==> src/rtl/fdiv16.sv <==
// fdiv16: iterative IEEE-754 binary16 divider (op1 / op2).
// Restoring division over 12 quotient bits, truncating rounding, and
// subnormal inputs flushed to zero. Special operand pairs finish in one cycle.
module fdiv16 (
  input  logic        clk,
  input  logic        rst,
  input  logic        start,
  input  logic [15:0] op1,
  input  logic [15:0] op2,
  output logic        busy,
  output logic        done,
  output logic [15:0] result,
  output logic        flag_dz,
  output logic        flag_nv,
  output logic        flag_of,
  output logic        flag_uf
);

  typedef enum logic [1:0] {IDLE = 2'd0, DIV = 2'd1, NORM = 2'd2} state_t;

  localparam logic [15:0] QNAN = 16'h7E00;

  function automatic logic is_nan(input logic [15:0] x);
    return (x[14:10] == 5'h1F) && (x[9:0] != 10'h000);
  endfunction

  function automatic logic is_inf(input logic [15:0] x);
    return (x[14:10] == 5'h1F) && (x[9:0] == 10'h000);
  endfunction

  // Zero exponent covers true zeros and the subnormals that get flushed.
  function automatic logic is_zero(input logic [15:0] x);
    return (x[14:10] == 5'h00);
  endfunction

  state_t             state_q, state_d;
  logic [3:0]         cnt_q, cnt_d;
  logic [11:0]        rem_q, rem_d;
  logic [11:0]        quo_q, quo_d;
  logic [10:0]        mb_q, mb_d;
  logic signed [6:0]  exp_q, exp_d;
  logic               sign_q, sign_d;
  logic               busy_q, busy_d;
  logic               done_q, done_d;
  logic [15:0]        res_q, res_d;
  logic [3:0]         flg_q, flg_d;   // {dz, nv, of, uf}

  logic               nan1_s, nan2_s, inf1_s, inf2_s, zero1_s, zero2_s;
  logic               special_s, sgn_s;
  logic [15:0]        spec_res_s;
  logic [3:0]         spec_flg_s;
  logic               ge_s;
  logic [11:0]        diff_s;
  logic signed [6:0]  nexp_s;
  logic [9:0]         nmant_s;

  assign nan1_s  = is_nan(op1);
  assign nan2_s  = is_nan(op2);
  assign inf1_s  = is_inf(op1);
  assign inf2_s  = is_inf(op2);
  assign zero1_s = is_zero(op1);
  assign zero2_s = is_zero(op2);
  assign sgn_s   = op1[15] ^ op2[15];
  assign special_s = nan1_s | nan2_s | inf1_s | inf2_s | zero1_s | zero2_s;

  // Resolve special operand pairs straight from the input operands.
  always_comb begin
    spec_res_s = {sgn_s, 15'h0000};
    spec_flg_s = 4'b0000;
    if (nan1_s || nan2_s || (zero1_s && zero2_s) || (inf1_s && inf2_s)) begin
      spec_res_s = QNAN;
      spec_flg_s = 4'b0100;
    end else if (inf1_s) begin
      spec_res_s = {sgn_s, 5'h1F, 10'h000};
    end else if (zero2_s) begin
      spec_res_s = {sgn_s, 5'h1F, 10'h000};
      spec_flg_s = 4'b1000;
    end else begin
      spec_res_s = {sgn_s, 15'h0000};
    end
  end

  // One restoring step: trial-subtract the divisor, then shift left.
  always_comb begin
    ge_s   = (rem_q >= {1'b0, mb_q});
    diff_s = ge_s ? (rem_q - {1'b0, mb_q}) : rem_q;
  end

  // Normalise the quotient; q[11]=0 means the leading one sits at q[10].
  always_comb begin
    nexp_s  = exp_q;
    nmant_s = quo_q[10:1];
    if (quo_q[11]) begin
      nexp_s  = exp_q;
      nmant_s = quo_q[10:1];
    end else begin
      nexp_s  = exp_q - 7'sd1;
      nmant_s = quo_q[9:0];
    end
  end

  // State register.
  always_ff @(posedge clk or posedge rst) begin
    if (rst) begin
      state_q <= IDLE;
    end else begin
      state_q <= state_d;
    end
  end

  // Next-state logic.
  always_comb begin
    state_d = state_q;
    case (state_q)
      IDLE: begin
        if (start && !special_s) state_d = DIV;
        else                     state_d = IDLE;
      end
      DIV: begin
        if (cnt_q == 4'd11) state_d = NORM;
        else                state_d = DIV;
      end
      NORM:    state_d = IDLE;
      default: state_d = IDLE;
    endcase
  end

  // Datapath and output next values per state.
  always_comb begin
    cnt_d  = cnt_q;
    rem_d  = rem_q;
    quo_d  = quo_q;
    mb_d   = mb_q;
    exp_d  = exp_q;
    sign_d = sign_q;
    busy_d = busy_q;
    done_d = 1'b0;
    res_d  = res_q;
    flg_d  = flg_q;
    case (state_q)
      IDLE: begin
        if (start) begin
          if (special_s) begin
            res_d  = spec_res_s;
            flg_d  = spec_flg_s;
            done_d = 1'b1;
          end else begin
            rem_d  = {1'b0, 1'b1, op1[9:0]};
            mb_d   = {1'b1, op2[9:0]};
            exp_d  = $signed({2'b00, op1[14:10]}) - $signed({2'b00, op2[14:10]}) + 7'sd15;
            sign_d = sgn_s;
            quo_d  = 12'h000;
            cnt_d  = 4'd0;
            busy_d = 1'b1;
          end
        end else begin
          done_d = 1'b0;
        end
      end
      DIV: begin
        rem_d = diff_s << 1;
        quo_d = {quo_q[10:0], ge_s};
        if (cnt_q == 4'd11) cnt_d = 4'd0;
        else                cnt_d = cnt_q + 4'd1;
      end
      NORM: begin
        busy_d = 1'b0;
        done_d = 1'b1;
        if (nexp_s >= 7'sd31) begin
          res_d = {sign_q, 5'h1F, 10'h000};
          flg_d = 4'b0010;
        end else if (nexp_s <= 7'sd0) begin
          res_d = {sign_q, 15'h0000};
          flg_d = 4'b0001;
        end else begin
          res_d = {sign_q, nexp_s[4:0], nmant_s};
          flg_d = 4'b0000;
        end
      end
      default: begin
        busy_d = 1'b0;
      end
    endcase
  end

  // Datapath and output registers.
  always_ff @(posedge clk or posedge rst) begin
    if (rst) begin
      cnt_q  <= 4'd0;
      rem_q  <= 12'h000;
      quo_q  <= 12'h000;
      mb_q   <= 11'h000;
      exp_q  <= 7'sd0;
      sign_q <= 1'b0;
      busy_q <= 1'b0;
      done_q <= 1'b0;
      res_q  <= 16'h0000;
      flg_q  <= 4'b0000;
    end else begin
      cnt_q  <= cnt_d;
      rem_q  <= rem_d;
      quo_q  <= quo_d;
      mb_q   <= mb_d;
      exp_q  <= exp_d;
      sign_q <= sign_d;
      busy_q <= busy_d;
      done_q <= done_d;
      res_q  <= res_d;
      flg_q  <= flg_d;
    end
  end

  assign busy    = busy_q;
  assign done    = done_q;
  assign result  = res_q;
  assign flag_dz = flg_q[3];
  assign flag_nv = flg_q[2];
  assign flag_of = flg_q[1];
  assign flag_uf = flg_q[0];

endmodule

==> config.mk <==
export PLATFORM = sky130hd
export DESIGN_NAME = fdiv16
export DESIGN_NICKNAME = d
export VERILOG_FILES = /design/src/rtl/fdiv16.sv
export SDC_FILE = /design/constraint.sdc
export NUM_CORES = 1
export LEC_CHECK = 0
export ABC_CLOCK_PERIOD_IN_PS = 2600
export CAP_MARGIN = 20
export CORE_MARGIN = 1
export CORE_UTILIZATION = 41
export CTS_CLUSTER_DIAMETER = 40
export CTS_CLUSTER_SIZE = 8
export DETAILED_ROUTE_END_ITERATION = 10
export MAX_ROUTING_LAYER = met4
export PLACE_DENSITY = 0.69
export SYNTH_ARGS = -nofsm -noshare
export SYNTH_HDL_FRONTEND = slang
export SYNTH_SLANG_ARGS = --single-unit
export TNS_END_PERCENT = 5
==> constraint.sdc <==
create_clock -name clk -period 2.6 [get_ports clk]
set_input_delay 0.39 -clock clk [delete_from_list [all_inputs] [get_ports clk]]
set_output_delay 0.39 -clock clk [all_outputs]
set_load 0.1 [all_outputs]
==> impl_metrics.json <==
{
  "clkTransAtPathRegs_ns": 0.08,
  "worst_pin_slew_ns": 0.537,
  "synth_edf_count": 0,
  "ys.flop_type": "dfrtp_1",
  "period_minus_slack_ns": 2.47,
  "rsz0062_at_grt": "yes",
  "dp.final_hpwl_um": 7380,
  "avgViaCountPerCell": 5.34,
  "cp_num_buf_inv": 1,
  "status": "finished clean",
  "met1Wirelength_um": 4590,
  "clk_latency_ns": 0.36,
  "area_growth_pct": 27.4,
  "grt_overflow": 0,
  "synthTopCellsByArea": "dfrtp_1 42%, mux2i_1 6.9%, ha_1 5.6%",
  "slew_viol_final": 0,
  "wl_um": 9850,
  "ctsHtreeMaxLevel": 3,
  "cp.depth": 8,
  "p_total_mw": 7.87,
  "rr_startpoint": "exp_q[1]$_DFFE_PP0P_",
  "fp.coreArea_um2": 9860,
  "r2r_slack_ns": 0.13,
  "cts_buffers": 9,
  "fin_util_pct": 54.6,
  "drc": 0,
  "worst_ep_arrival_time_ns": 2.75,
  "rr_endpoint": "result[4]$_DFFE_PP0P_",
  "p_per_area_nw_per_um2": 1460,
  "cts_tree": "done",
  "worst-r2r-cell-count": 8,
  "cp.required_ns": 2.88,
  "avgSynthCellArea_um2": 9.52,
  "antenna_cells": 0,
  "vias": 3561,
  "startpoint_type": "flop",
  "clock_skew_ns": 0.00972,
  "synth_seq_cells": 71,
  "crit_chain": "inv_2, ha_4, or4b_4, or4_4, o311ai_4, mux2i_2, nand2_2, o21ai_0",
  "fp-row-count": 36,
  "route.met2.wl_um": 4790,
  "nets": 586,
  "place_area_um2": 5100,
  "grt_pass1_vias": 3534,
  "path_max_fanout": 5,
  "yosys_warnings": 0,
  "layout_setup_ws_ns": 0.125,
  "syn_inst": 444,
  "clock-root-buffer": "clkbuf_8",
  "end_kind": "flop",
  "grt_use_total_pct": 19.7,
  "antenna_found_initial": 0,
  "slowest_delay_ns": 0.50,
  "cap_violations": 0,
  "hold_class": "input port to asynchronous set/reset pin",
  "yosysTopAreaCellShare_pct": 42.0,
  "hold_violations": 0,
  "die-area_um2": 10700,
  "p_leak_nw": 2.43,
  "drt-initial-drc-count": 105,
  "wl_met3_um": 353,
  "stdcell_area_um2": 5390,
  "hold_slack_ns": 0.448,
  "async_flop_share_pct": 100,
  "port_buffers": 56,
  "syn_nets": 500,
  "routedWlPerCell_um": 14.8,
  "cp_slowest_cell": "or4b_4",
  "dp_slack_ns": -0.125,
  "ys_types": 67,
  "pin_count": 57,
  "grt_pass1_wl_um": 16700,
  "period_share_pct": 95.2,
  "yosysSeqAreaShare_pct": 42.0,
  "postCtsHoldBufs": 0,
  "fmax_mhz": 404,
  "dr.pass1.iters": 5,
  "cp-startpoint": "exp_q[1]$_DFFE_PP0P_",
  "yosys.area.top_type": "dfrtp_1",
  "ant_nets": 0,
  "drive_gt1_share_pct": 19.7,
  "die_y_um": 104,
  "clock-sinks": 71,
  "critPathTopFamily": "simple AND/OR/NAND/NOR gates",
  "syn_area_um2": 4230,
  "place_congestion": 0.855,
  "vdd_ir_drop_max_mv": 0.853,
  "max-clock-path-buffers": 2,
  "critPathCapture": "result[4]$_DFFE_PP0P_",
  "path_class": "flop to flop",
  "routed.top_layer": "met4",
  "slew_headroom_pct": 63.8,
  "die_x_um": 104,
  "grt_max_degree": 72,
  "setup_violations": 0,
  "start_util_pct": 42.9
}
## how the worst min path moves through the flow
stage                               startpoint               endpoint  slack [ns]  depth (start not counted)
after detailed placement  mb_q[10]$_DFFE_PP0P_   mb_q[10]$_DFFE_PP0P_        0.44                          2
after floorplan           mb_q[10]$_DFFE_PP0P_   mb_q[10]$_DFFE_PP0P_        0.42                          2
after CTS                                  rst  result[1]$_DFFE_PP0P_        0.46                          3
after global routing      mb_q[10]$_DFFE_PP0P_   mb_q[10]$_DFFE_PP0P_        0.47                          2
final                                      rst  result[0]$_DFFE_PP0P_        0.45                          3
after global placement    mb_q[10]$_DFFE_PP0P_   mb_q[10]$_DFFE_PP0P_        0.43                          2
## registers in the layout (all words and copies together) (netlist names)
signal,flops
sign_q,1
result,16
mb_q,11
exp_q,7
quo_q,12
state_q,2
done,1
busy,1
rem_q,12
flg_q,4
cnt_q,4
## cell families after synthesis
| family | count (synthesis) | synth area share, % |
|---|---|---|
| buf+inv | 41 | 3.88 |
| simple gates | 147 | 17.5 |
| flops | 71 | 42.0 |
| compound gates | 108 | 16.8 |
| mux | 42 | 10.3 |
| xor+xnor | 14 | 2.90 |
| fa+ha+maj | 21 | 6.57 |
## report_power, final
group | switching [mW] | leakage (nW) | internal (mW) | total (mW)
Combinational | 2.95 | 1.45 | 1.95 | 4.90
Sequential | 0.405 | 0.876 | 1.61 | 2.02
Clock | 0.423 | 0.105 | 0.533 | 0.956
Total | 3.78 | 2.43 | 4.09 | 7.87
## metrics by stage
step,instances,TNS [ns]
finish,667,0
detailed placement,649,-0.666
CTS,664,0
global placement,649,-0.227
floorplan,444,0
global route,667,-0.0256
## metal layers
metal | global-route usage (%) | vias to the layer above
met4 | 5.28 | 0
met3 | 3.71 | 11
li1 | - | 1769
met5 | - | -
met1 | 24.9 | 1704
met2 | 32.6 | 77
## Yosys cell counts, types with 2 or more instances
cell type	instances
mux2i_1	29
nand2_1	63
xnor2_1	9
or3_1	2
o21a_1	6
clkbuf_1	13
a21oi_1	16
inv_1	25
o31ai_1	5
nand3_1	5
o21ai_0	41
ha_1	19
a211oi_1	4
nor3_1	10
o41ai_1	2
nor2_1	24
o211ai_1	4
nand4_1	3
nand3b_1	2
nand2b_1	5
nor4bb_1	2
mux2_2	13
nor2b_1	6
and3_1	3
fa_1	2
nor4_1	4
or4_1	4
a21boi_0	2
buf_2	2
and2_1	2
a21o_1	5
a221o_1	3
xor2_1	5
dfrtp_1	71
## worst reg2reg max path: cells and delay by family, from the launching register on
kind | cells | cell delay (ns)
compound gates | 2 | 0.34
buf+inv | 1 | 0.08
mux | 1 | 0.35
flops | 1 | 0.39
fa+ha+maj | 1 | 0.15
simple gates | 3 | 1.10
## final cells by class
| cell class | count | area [µm²] |
|---|---|---|
| well taps | 133 | 166 |
| clock buffers | 9 | 124 |
| flip-flops and latches | 71 | 1780 |
| multi-input cells | 333 | 2350 |
| clock inverters | 6 | 86.3 |
| repair buffers | 90 | 790 |
| fillers | 895 | 4480 |
| inverters | 25 | 93.8 |
## cells in the final DEF (no fill, tap or decap), drive strengths merged, types with 10 or more instances in the layout
master	count
a21oi	16
buf	55
clkdlybuf4s50	34
dfrtp	71
ha	19
inv	25
mux2	13
mux2i	29
nand2	64
nor2	24
nor3	10
o21ai	41
## repair_timing
item                       CTS  global route
resized for setup            0            13
setup endpoints to repair    0            19
buffers inserted             0             1
No activity file was read; power rests on OpenSTA's default activity.
